===== src/rtl/hazard_scoreboard_pkg.sv =====
// Shared constants and helpers for the decode-stage hazard scoreboard.
package hazard_scoreboard_pkg;

    // Forward-select code meaning "operand comes straight from the regfile"
    localparam int unsigned FWD_SEL_REGFILE = 0;

    // Default pipeline latencies and register-file geometry
    localparam int unsigned DEF_NUM_REGS    = 32;
    localparam int unsigned DEF_ALU_LAT     = 2;
    localparam int unsigned DEF_LOAD_LAT    = 3;
    localparam int unsigned REG_ADDR_LENGTH = $clog2(DEF_NUM_REGS);

    // Width needed to hold the largest pending-write latency
    function automatic int unsigned cnt_width(input int unsigned alu_lat,
                                              input int unsigned load_lat);
        int unsigned max_lat;
        max_lat = (alu_lat > load_lat) ? alu_lat : load_lat;
        return (max_lat < 1) ? 1 : $clog2(max_lat + 1);
    endfunction

endpackage


===== src/rtl/hazard_cnt_cell.sv =====
// One register's pending-write down-counter: load on issue, decrement otherwise, freeze on hold.
module hazard_cnt_cell
    import hazard_scoreboard_pkg::*;
#(
    parameter int unsigned CNT_W = cnt_width(DEF_ALU_LAT, DEF_LOAD_LAT)
) (
    input  logic             clk,
    input  logic             rst,
    input  logic             hold,
    input  logic             load,
    input  logic [CNT_W-1:0] load_val,
    output logic [CNT_W-1:0] cnt
);

    logic [CNT_W-1:0] cnt_q;
    logic [CNT_W-1:0] cnt_d;

    // Next count: a new write overrides this cycle's decrement
    always_comb begin
        cnt_d = cnt_q;
        if (!hold) begin
            if (load) begin
                cnt_d = load_val;
            end else if (cnt_q != '0) begin
                cnt_d = cnt_q - CNT_W'(1);
            end
        end
    end

    // Counter register
    always_ff @(posedge clk) begin
        if (rst) begin
            cnt_q <= '0;
        end else begin
            cnt_q <= cnt_d;
        end
    end

    assign cnt = cnt_q;

endmodule


===== src/rtl/hazard_scoreboard.sv =====
// Decode-stage hazard unit: per-register pending-write counters, stall, forwarding selects
// and a saturating stall-cycle counter.
module hazard_scoreboard
    import hazard_scoreboard_pkg::*;
#(
    parameter int unsigned NUM_REGS  = DEF_NUM_REGS,
    parameter int unsigned ALU_LAT   = DEF_ALU_LAT,
    parameter int unsigned LOAD_LAT  = DEF_LOAD_LAT,
    parameter int unsigned FWD_DEPTH = 1,
    parameter int unsigned PERF_W    = 16,
    localparam int unsigned AW       = $clog2(NUM_REGS),
    localparam int unsigned CNT_W    = cnt_width(ALU_LAT, LOAD_LAT)
) (
    input  logic              clk,
    input  logic              rst,
    input  logic              id_valid,
    input  logic [AW-1:0]     id_rs,
    input  logic [AW-1:0]     id_rt,
    input  logic              id_rs_used,
    input  logic              id_rt_used,
    input  logic              id_we,
    input  logic [AW-1:0]     id_wreg,
    input  logic              id_is_load,
    input  logic              flush,
    input  logic              hold,
    output logic              stall,
    output logic [CNT_W-1:0]  fwd_rs_sel,
    output logic [CNT_W-1:0]  fwd_rt_sel,
    output logic [PERF_W-1:0] stall_cycles
);

    // Table covers every encodable address so the read muxes never index out of range
    localparam int unsigned TBL = 1 << AW;

    logic [CNT_W-1:0]  cnt_tbl [TBL];
    logic [CNT_W-1:0]  cnt_rs;
    logic [CNT_W-1:0]  cnt_rt;
    logic              rs_act;
    logic              rt_act;
    logic              haz_a;
    logic              haz_b;
    logic              stall_c;
    logic              issue;
    logic              wr_en;
    logic [CNT_W-1:0]  wr_val;
    logic [PERF_W-1:0] stall_cycles_q;
    logic [PERF_W-1:0] stall_cycles_d;

    // r0 is hardwired to "nothing pending"
    assign cnt_tbl[0] = '0;

    // One counter per tracked register; unused encodings read as zero
    for (genvar r = 1; r < TBL; r++) begin : g_reg
        if (r < NUM_REGS) begin : g_cell
            hazard_cnt_cell #(
                .CNT_W    (CNT_W)
            ) u_cell (
                .clk      (clk),
                .rst      (rst),
                .hold     (hold),
                .load     (wr_en && (id_wreg == AW'(r))),
                .load_val (wr_val),
                .cnt      (cnt_tbl[r])
            );
        end else begin : g_pad
            assign cnt_tbl[r] = '0;
        end
    end

    // Hazard detection and issue decision from pre-update counts
    always_comb begin
        cnt_rs  = cnt_tbl[id_rs];
        cnt_rt  = cnt_tbl[id_rt];
        rs_act  = id_rs_used && (id_rs != '0);
        rt_act  = id_rt_used && (id_rt != '0);
        haz_a   = id_valid && rs_act && (32'(cnt_rs) > FWD_DEPTH);
        haz_b   = id_valid && rt_act && (32'(cnt_rt) > FWD_DEPTH);
        stall_c = (haz_a || haz_b) && !flush && !rst;
        issue   = id_valid && !stall_c && !flush && !hold && !rst;
        wr_en   = issue && id_we && (id_wreg != '0);
        wr_val  = id_is_load ? CNT_W'(LOAD_LAT) : CNT_W'(ALU_LAT);
    end

    // Zero-latency decode outputs; forced quiet while in reset
    always_comb begin
        stall      = stall_c;
        fwd_rs_sel = CNT_W'(FWD_SEL_REGFILE);
        fwd_rt_sel = CNT_W'(FWD_SEL_REGFILE);
        if (!rst && rs_act) begin
            fwd_rs_sel = cnt_rs;
        end
        if (!rst && rt_act) begin
            fwd_rt_sel = cnt_rt;
        end
    end

    // Saturating stall-cycle counter; frozen pipe cycles are not counted
    always_comb begin
        stall_cycles_d = stall_cycles_q;
        if (stall_c && !hold && (stall_cycles_q != '1)) begin
            stall_cycles_d = stall_cycles_q + PERF_W'(1);
        end
    end

    // Perf counter register
    always_ff @(posedge clk) begin
        if (rst) begin
            stall_cycles_q <= '0;
        end else begin
            stall_cycles_q <= stall_cycles_d;
        end
    end

    assign stall_cycles = stall_cycles_q;

endmodule

===== config.mk =====
export PLATFORM = sky130hd
export DESIGN_NAME = hazard_scoreboard
export DESIGN_NICKNAME = d
export VERILOG_FILES = /design/src/rtl/hazard_scoreboard_pkg.sv /design/src/rtl/hazard_cnt_cell.sv /design/src/rtl/hazard_scoreboard.sv
export SDC_FILE = /design/constraint.sdc
export NUM_CORES = 1
export LEC_CHECK = 0
export BUFFER_PORTS_ARGS = -buffer_cell sky130_fd_sc_hd__buf_2
export CORE_MARGIN = 2
export CORE_UTILIZATION = 42
export CTS_BUF_LIST = sky130_fd_sc_hd__clkbuf_4
export CTS_CLUSTER_SIZE = 8
export DETAILED_ROUTE_END_ITERATION = 8
export PLACE_DENSITY = 0.7
export SYNTH_ARGS = -nofsm -noshare
export SYNTH_HDL_FRONTEND = slang
export SYNTH_SLANG_ARGS = --single-unit

===== constraint.sdc =====
create_clock -name clk -period 13.1 [get_ports clk]
set_input_delay 3.93 -clock clk [delete_from_list [all_inputs] [get_ports clk]]
set_output_delay 3.93 -clock clk [all_outputs]
set_load 0.02 [all_outputs]

=== Yosys cells after proc, flatten, opt, wreduce, memory -nomap -nowiden ===
Index checks and enable logic that the tools add are counted.

* Add/subtract/negate cells: 32
* $mul: 0
* Div/mod/pow operators: 0
* $lt $le $gt $ge: 4
* Equal/unequal tests: 32
* Shift operators: 0
* Muxes and demuxes: 71
* Bitwise operators: 3
* Reductions and logical operators: 150

{| class="wikitable"
|+ Operators with widths
! operator !! number
|-
| 2-bit 2-to-1 mux || 68
|-
| 2-bit nonzero test || 62
|-
| 5-bit equality test (second input constant) || 16
|-
| 2-bit AND reduction || 31
|-
| 2-bit by 1-bit subtractor with 2-bit output (second input constant) || 31
|-
| 1-bit logical AND || 49
|-
| 5-bit by 4-bit equality test with 1-bit output (second input constant) || 8
|-
| 2-bit binary-select mux with 5-bit select || 2
|-
| 5-bit by 3-bit equality test with 1-bit output (second input constant) || 4
|-
| 16-bit by 1-bit adder with 16-bit output (second input constant) || 1
|-
| 16-bit != test (second input constant) || 1
|-
| 5-bit nonzero test || 3
|-
| 6-bit greater-or-equal comparator (second input constant) || 2
|-
| 5-bit NOT with 6-bit output || 2
|-
| 5-bit by 2-bit equality test with 1-bit output (second input constant) || 2
|-
| 5-bit by 1-bit equality test with 1-bit output (second input constant) || 1
|-
| 2-bit by 1-bit greater-than comparator with 1-bit output (second input constant) || 2
|-
| 1-bit logical NOT || 4
|-
| 1-bit logical OR || 1
|-
| 1-bit 2-to-1 mux || 1
|-
| 1-bit NOT || 1
|}

* Register bits after elaboration: 78
* Bits in latches: 0
* Bits in writable memories: 0
* ROM bits: 0
* Input port bits: 24
* Memories kept: 0

=== Depth between registers and ports, before layout ===
Gate-level depths: netlist (run 1).

* Depth in word-level cells: 19
* Mapped depth: 12
* Gate-level depth less buffers: 7

=== Modules after synthesis ===
A second synthesis (run 1) with hierarchy kept.

* Cell total of the unflattened synthesis: 782
* Area, all modules: 6147.1 um^2

{| class="wikitable"
|+ Modules (own cells, without submodules)
! module !! instances !! cells an instance !! area each (um^2)
|-
| hazard_cnt_cell || 31 || 17 || 121.4
|-
| hazard_scoreboard || 1 || 255 || 2384.8
|}

=== Worst setup path after synthesis (run 1) ===
Ideal clock, no wire load.

* Path type: in2out
* Start: input port id_rs[2]
* End: output port stall
* Arrival: 6338 ps
* Required time: 9170 ps
* Path slack: 2832 ps
* Stages: 8
* Cells stage by stage: buf_2 buf_2 a211oi_1 or4_1 a31oi_4 clkbuf_1 nor2_1 nor4b_1

* Cells in the longest elaborated chain, start to end: 9
* Elaborated cells on any way between the ends: 12
* Those cells by class: order compare (1); mux (3); bitwise (1); reduce/logical (7)

{| class="wikitable"
|+ Ends and longest elaborated chain
! element !! line !! source
|-
| from (decl) || hazard_scoreboard.sv:17 || <nowiki>input logic [AW-1:0] id_rs,</nowiki>
|-
| 5-bit NOT with 6-bit output (implied by the code) || hazard_scoreboard.sv:72 || <nowiki>cnt_rs = cnt_tbl[id_rs];</nowiki>
|-
| 2-bit binary-select mux with 5-bit select || hazard_scoreboard.sv:72 ||
|-
| 2-bit 2-to-1 mux (implied by the code) (2 in a row) || hazard_scoreboard.sv:72 ||
|-
| 2-bit by 1-bit greater-than comparator with 1-bit output || hazard_scoreboard.sv:76 || <nowiki>haz_a = id_valid && rs_act && (32'(cnt_rs) > FWD_DEPTH);</nowiki>
|-
| 1-bit logical AND (*) || hazard_scoreboard.sv:76 ||
|-
| 1-bit logical OR (*) || hazard_scoreboard.sv:78 || <nowiki>stall_c = (haz_a || haz_b) && !flush && !rst;</nowiki>
|-
| 1-bit logical AND (*) (2 in a row) || hazard_scoreboard.sv:78 ||
|-
| to (decl) || hazard_scoreboard.sv:26 || <nowiki>output logic stall,</nowiki>
|}

Every way passes the cells marked *; elsewhere a longest branch is shown, timed or not. The select of a mux whose other input is x is not followed.

=== Worst setup path in the final report (run 1) ===
* Start: input port id_rs[0]
* End: output port stall

Same word-level chain as after synthesis.

==> run_results.csv, run 1 <==
group,metric,value,unit
status,outcome,"completed",
power_and_ir_drop,clkPwrFrac,13.8,%
synthesis,synth_top_cell_by_area,"dfxtp_1",
detailed_routing,wl_per_cell,17.3,µm
global_route,grt_pass1_vias,5308,
placed_design,dpl.hpwl,11600,µm
synthesis,synth_seq_area_share,25.2,%
detailed_routing,ant_nets,0,
timing,worstMarginPinSlew,1.15,ns
critical_path,rrSetupSlack,9.82,ns
worst_hold_path,hold_depth,2,
final_layout,drive_gt1_share,13.0,%
critical_path,r2r_cells,9,
global_route,grtUsageMet1,31.1,%
critical_path,critPathArrivalTime,6.45,ns
timing,setup-tns-final,0,ns
synthesis,yosys-top-cells-count,"dfxtp_1, nand2_1, inv_1",
timing,setup_viol,0,
synthesis,syn_inst,800,
synthesis,synthFlopType,"dfxtp_1",
power_and_ir_drop,pwr-share-seq,39.5,%
critical_path,reg2reg_from,"g_reg[14].g_cell.u_cell.cnt[1]",
detailed_routing,vias,6036,
detailed_routing,vias_per_cell,6.09,
clock_tree,clock_latency,0.47,ns
synthesis,synthArstFlopShare,0,%
global_route,use_met2,34.2,%
clock_tree,cts_tree,"built",
power_and_ir_drop,total_leakage_power,0.00234,µW
die,io_pins,45,
final_layout,final_nets,857,
global_route,grt.total_usage,22.0,%
power_and_ir_drop,combPwrFrac,46.7,%
power_and_ir_drop,p_per_area,138,mW/mm²
die,num_rows,44,
synthesis,yosysWarnings,0,
final_layout,fillCellCount,1459,
power_and_ir_drop,p_total,904,µW
timing,fin_crit_sh,79.2,%
final_layout,syn_to_final_growth,5.44,%
run,maxCapViolCount,0,
placed_design,portBuffers,44,
timing,slew_viol_final,0,
timing,finClkSkew,0.0261,ns
global_route,grt_pass1_wl,28200,µm
power_and_ir_drop,switching_share,41.7,%
critical_path,required,9.17,ns
critical_path,timing.critical_path.fanout_max,44,
clock_tree,cts_buffers,9,
die,coreArea,0.0145,mm²
placed_design,gp_congestion,0.873,
global_route,busiest_layer,"met2",
global_route,grt_max_degree,80,
detailed_routing,drtIter0Drc,501,
power_and_ir_drop,p_int,527,µW
timing,grt_setup_unrepaired,"false",
power_and_ir_drop,ir_drop,62.5,µV
worst_hold_path,holdPathEnd,"stall_cycles[11]",
worst_hold_path,hp-start,"stall_cycles[11]",
synthesis,synth_area,0.00619,mm²
clock_tree,clock_path_buffers,2,
critical_path,r2r_end,"stall_cycles[12]",
synthesis,yosysUniqueCellTypes,63,
worst_hold_path,hp-class,"reg -> reg",
clock_tree,cts_root_buffer,"clkbuf_4",
critical_path,path_class,"in -> out",
synthesis,syn_avg_cell_area,7.74,µm²
synthesis,synth_edf_count,0,
clock_tree,numClockSinks,78,
timing,slew_headroom,23.4,%
global_route,use_met3,5.52,%
detailed_routing,routed_wl,17100,µm
global_route,antenna_found_initial,1,
clock_tree,clkTransAtPathRegs,0.11,ns
timing,hold_viol,0,
global_route,grt-ovfl-total,0,
clock_tree,cts_hold_buffers,0,
synthesis,synth_top_area_share,25.2,%
die,fp.dieH,125,µm
timing,finalCriticalPeriod,10.38,ns
synthesis,synth_area_leaders,"dfxtp_1, mux4_2, ha_1, a21oi_1, nand2_1",
critical_path,critPathCaptureType,"output pin",
detailed_routing,drtPass1Iterations,5,
synthesis,yosysMostFrequentCell,"dfxtp_1",
detailed_routing,drc,0,
die,start_util,42.7,%
die,fp.dieW,125,µm
synthesis,synth_nets,856,
power_and_ir_drop,p_switching,377,µW
timing,max_freq,96.4,MHz
clock_tree,htreeDepth,3,
die,die_area,0.0157,mm²
critical_path,startpoint_type,"input port",
synthesis,synth_seq_cells,78,
clock_tree,postCtsSetupBuffers,0,
clock_tree,post_cts_resized,0,
final cells by class:
cell class                 count  area [µm²]  area share [%]
sequential                    78        1560            23.9
inverter                      78         293            4.49
clock buffer                   9        67.6            1.04
clock inverter                 7        31.3           0.479
antenna                        1        2.50          0.0384
timing repair buffer          52         280            4.30
multi-input combinational    582        4060            62.2
tap                          184         230            3.53
through the flow:
step | cell area (µm²) | instances | worst slack (ns) | utilization [%] | hold slack [ns]
4_1_cts | 6520 | 990 | 2.74 | 45.0 | 0.523
6_report | 6530 | 991 | 2.72 | 45.1 | 0.517
3_3_place_gp | 6420 | 974 | 2.77 | 44.4 | 0.485
2_1_floorplan | 6190 | 800 | 2.83 | - | 0.453
5_1_grt | 6530 | 991 | 2.52 | 45.1 | 0.551
3_5_place_dp | 6420 | 974 | 2.74 | 44.4 | 0.502
state kept, by name, indices dropped and copies added, names as in the netlist:
name	count
stall_cycles	16
g.g_cell.u_cell.cnt	62
cell families after synthesis:
group | after synthesis | synth area share [%]
AND/OR/NAND/NOR | 297 | 23.8
flip-flops | 78 | 25.2
adder cells (fa/ha/maj) | 32 | 6.47
multiplexers | 39 | 11.9
buffers and inverters | 140 | 9.26
AO/OA/AOI/OAI | 213 | 23.1
XOR/XNOR | 1 | 0.142
worst max-delay path by stage:
stage | startpoint | to | slack (ns) | cells after the start
after detailed placement | id_rs[0] | stall | 2.74 | 9
final | id_rs[0] | stall | 2.72 | 9
after CTS | id_rs[0] | stall | 2.74 | 9
after global placement | id_rs[0] | stall | 2.77 | 9
after global routing | id_rs[0] | stall | 2.52 | 9
after floorplan | id_rs[2] | stall | 2.83 | 8
placed cells by master, fill, tap and decap left out, types with 5 or more instances in the layout:
| cell | Yosys | layout |
|---|---|---|
| nor3_1 | 50 | 50 |
| clkbuf_4 | 0 | 9 |
| a21oi_1 | 70 | 70 |
| dfxtp_1 | 78 | 78 |
| a21o_1 | 13 | 13 |
| buf_2 | 8 | 44 |
| buf_4 | 4 | 8 |
| nand2_1 | 77 | 77 |
| mux4_2 | 27 | 27 |
| or3_1 | 8 | 8 |
| nor2_1 | 50 | 50 |
| or4_1 | 5 | 5 |
| o21ai_0 | 25 | 25 |
| o31ai_1 | 11 | 11 |
| nand3_1 | 24 | 24 |
| nor2b_1 | 12 | 12 |
| o32a_1 | 17 | 17 |
| a211oi_1 | 21 | 21 |
| mux2_2 | 6 | 6 |
| o22ai_1 | 19 | 19 |
| a22oi_1 | 13 | 13 |
| and2_1 | 17 | 17 |
| inv_1 | 76 | 76 |
| nand4_1 | 34 | 34 |
| ha_1 | 32 | 32 |
power groups by stage:
stage / Clock, µW / Combinational [µW] / Sequential [µW]
after floorplan: 0 / 356 / 330
after global placement: 0 / 407 / 360
after detailed placement: 0 / 417 / 362
after CTS: 128 / 419 / 356
after global routing: 139 / 482 / 364
final: 125 / 422 / 357
per-layer routing:
| layer | share of wire, % | vias up |
|---|---|---|
| met5 | 0 | - |
| met4 | 1.3 | 0 |
| met3 | 9.2 | 20 |
| met2 | 45 | 255 |
| met1 | 44 | 2820 |
| li1 | - | 2941 |
critical path, stage by stage:
cell and delay [ns]:
buf_2 0.35, nand2b_1 0.22, o22ai_1 0.08, or4_1 0.54, a31oi_4 0.18, buf_4 0.46
nor2_1 0.20, nor4b_1 0.26, buf_2 0.21
Note: power is estimated with default switching activity, not from simulation.
==> inputs of run 2 (changes only) <==
Clock period 13.1 ns to 9.55 ns, I/O delays scaled along.
==> run 2 against run 1 <==
Against the previous run:
- sequential share of layout area shrank 0.20 points
- via count shrank 1.1%
- critical path depth is the same
- cell area grew 0.82%
- clock power grew 86%
- setup slack lost 1.3 ns
- clock-buffer cell count is the same
- register-to-register slack lost 3.6 ns
- hold slack gained 0.011 ns
- largest power group unchanged
==> run_results.csv, run 2 (synthesized netlist as in run 1, its figures left out) <==
group,metric,value,unit
final_layout,finish.utilization,45.4,%
critical_path,cpMaxStageDelayCell,"mux4_2",
power_and_ir_drop,p_per_area,197,mW/mm²
global_route,grt.total_usage,21.4,%
detailed_routing,routed_wl,16600,µm
critical_path,cp_top_family,"buffers and inverters",
run,maxCapViolCount,0,
final_layout,syn_to_final_growth,6.31,%
timing,setup-tns-final,0,ns
critical_path,cpMostUsedCell,"buf_2",
critical_path,path_cells,"buf_2 -> mux4_2 -> a21boi_1 -> and4_1 -> nor2_4 -> buf_4 -> nor2_1 -> nor4b_1 -> buf_2",
final_layout,drive_gt1_share,13.3,%
worst_hold_path,hold_depth,2,
timing,worstMarginPinSlew,1.18,ns
die,fp.dieH,125,µm
critical_path,timing.critical_path.fanout_max,43,
clock_tree,cts_hold_buffers,0,
final_layout,largest_register_ffs,62,
timing,fin_crit_sh,85.3,%
critical_path,critPathArrivalTime,5.28,ns
die,fp.dieW,125,µm
global_route,grt-ovfl-total,0,
clock_tree,cts_tree,"built",
clock_tree,clock_path_buffers,2,
critical_path,cp_num_buf_inv,3,
detailed_routing,drtPass1Iterations,8,
power_and_ir_drop,ir_drop,65.1,µV
final_layout,layout_common_cells,"dfxtp_1, nand2_1, inv_1, a21oi_1",
worst_hold_path,hp-class,"reg -> reg",
critical_path,r2r_cells,8,
clock_tree,cts_buffers,9,
clock_tree,cts_root_buffer,"clkbuf_4",
global_route,grt_pass1_vias,5308,
critical_path,critPathMaxStageDelay,0.58,ns
placed_design,dpl.hpwl,11200,µm
status,outcome,"completed",
detailed_routing,ant_nets,0,
critical_path,startpoint_type,"input port",
final_layout,final_common_cell,"dfxtp_1",
clock_tree,clock_latency,0.47,ns
detailed_routing,vias_per_cell,6.03,
die,io_pins,45,
timing,max_freq,123,MHz
timing,hold_viol,0,
timing,grt_setup_unrepaired,"false",
die,start_util,42.7,%
die,num_rows,44,
final_layout,seqCellArea,0.00156,mm²
placed_design,gp_congestion,0.873,
die,coreArea,0.0145,mm²
final_layout,final_nets,857,
global_route,grt_max_degree,80,
detailed_routing,vias,5970,
detailed_routing,wl_per_cell,16.7,µm
final_layout,multi_input_area,0.00406,mm²
timing,slew_headroom,21.5,%
critical_path,required,6.69,ns
timing,finalCriticalPeriod,8.15,ns
clock_tree,post_cts_resized,0,
clock_tree,numClockSinks,78,
clock_tree,htreeDepth,3,
detailed_routing,drc,0,
placed_design,portBuffers,44,
global_route,grt_pass1_wl,27600,µm
timing,finClkSkew,0.0198,ns
global_route,antenna_found_initial,0,
critical_path,critPathCaptureType,"output pin",
die,die_area,0.0157,mm²
detailed_routing,drtIter0Drc,499,
critical_path,crit_cells,9,
critical_path,path_class,"in -> out",
clock_tree,postCtsSetupBuffers,0,
timing,slew_viol_final,0,
power_and_ir_drop,total_leakage_power,0.00236,µW
final_layout,fillCellCount,1461,
final_layout,diodes,0,
clock_tree,clkTransAtPathRegs,0.12,ns
timing,setup_viol,0,
## run 2: changes by cell type in the layout (fill, tap and decap cells not counted), sizes merged
cell,change
clkinv,-3
bufinv,+2
diode,-1
inv,+1
## run 2: metal layers
metal	global-route usage, %	part of all wire (%)	vias to the layer above
met2	33.9	45	219
met5	0	0	-
li1	-	-	2942
met1	30.4	46	2791
met4	5.03	1.6	0
met3	3.94	7.2	18
## run 2: cell type report
class                           instances  area share (%)
Clock inverter                          7            1.33
Inverter                               78            4.45
Clock buffer                            9            1.03
Tap cell                              184            3.50
Timing Repair Buffer                   52            4.26
Sequential cell                        78            23.7
Multi-Input combinational cell        582            61.7
## run 2: worst paths after layout
path              slack (ns)              end                      startpoint
hold reg to reg         0.53  stall_cycles[8]                 stall_cycles[8]
setup / recovery        1.40            stall                        id_rt[0]
setup reg to reg        6.20  stall_cycles[9]  g_reg[14].g_cell.u_cell.cnt[1]
hold / removal          0.53  stall_cycles[8]                 stall_cycles[8]
## run 2: tightest hold or removal path: cells and delay by family, from the launching register on
kind           cells  cell delay, ns
flip-flops         1            0.35
AO/OA/AOI/OAI      2            0.15
## run 2: metrics by stage
step | setup slack, ns | hold slack [ns] | instances | total power, µW | cell area, µm²
after detailed placement | 1.42 | 0.507 | 974 | 1060 | 6420
after global placement | 1.47 | 0.491 | 974 | 1050 | 6420
final | 1.40 | 0.528 | 990 | 1300 | 6580
after floorplan | 1.41 | 0.453 | 800 | 941 | 6190
after global routing | 1.17 | 0.534 | 990 | 1410 | 6580
after CTS | 1.42 | 0.527 | 990 | 1300 | 6580
## run 2: where the power goes
| part | internal (µW) | switching, µW |
|---|---|---|
| Combinational | 276 | 304 |
| Sequential | 398 | 87.5 |
| Clock | 105 | 128 |
| Total | 779 | 519 |
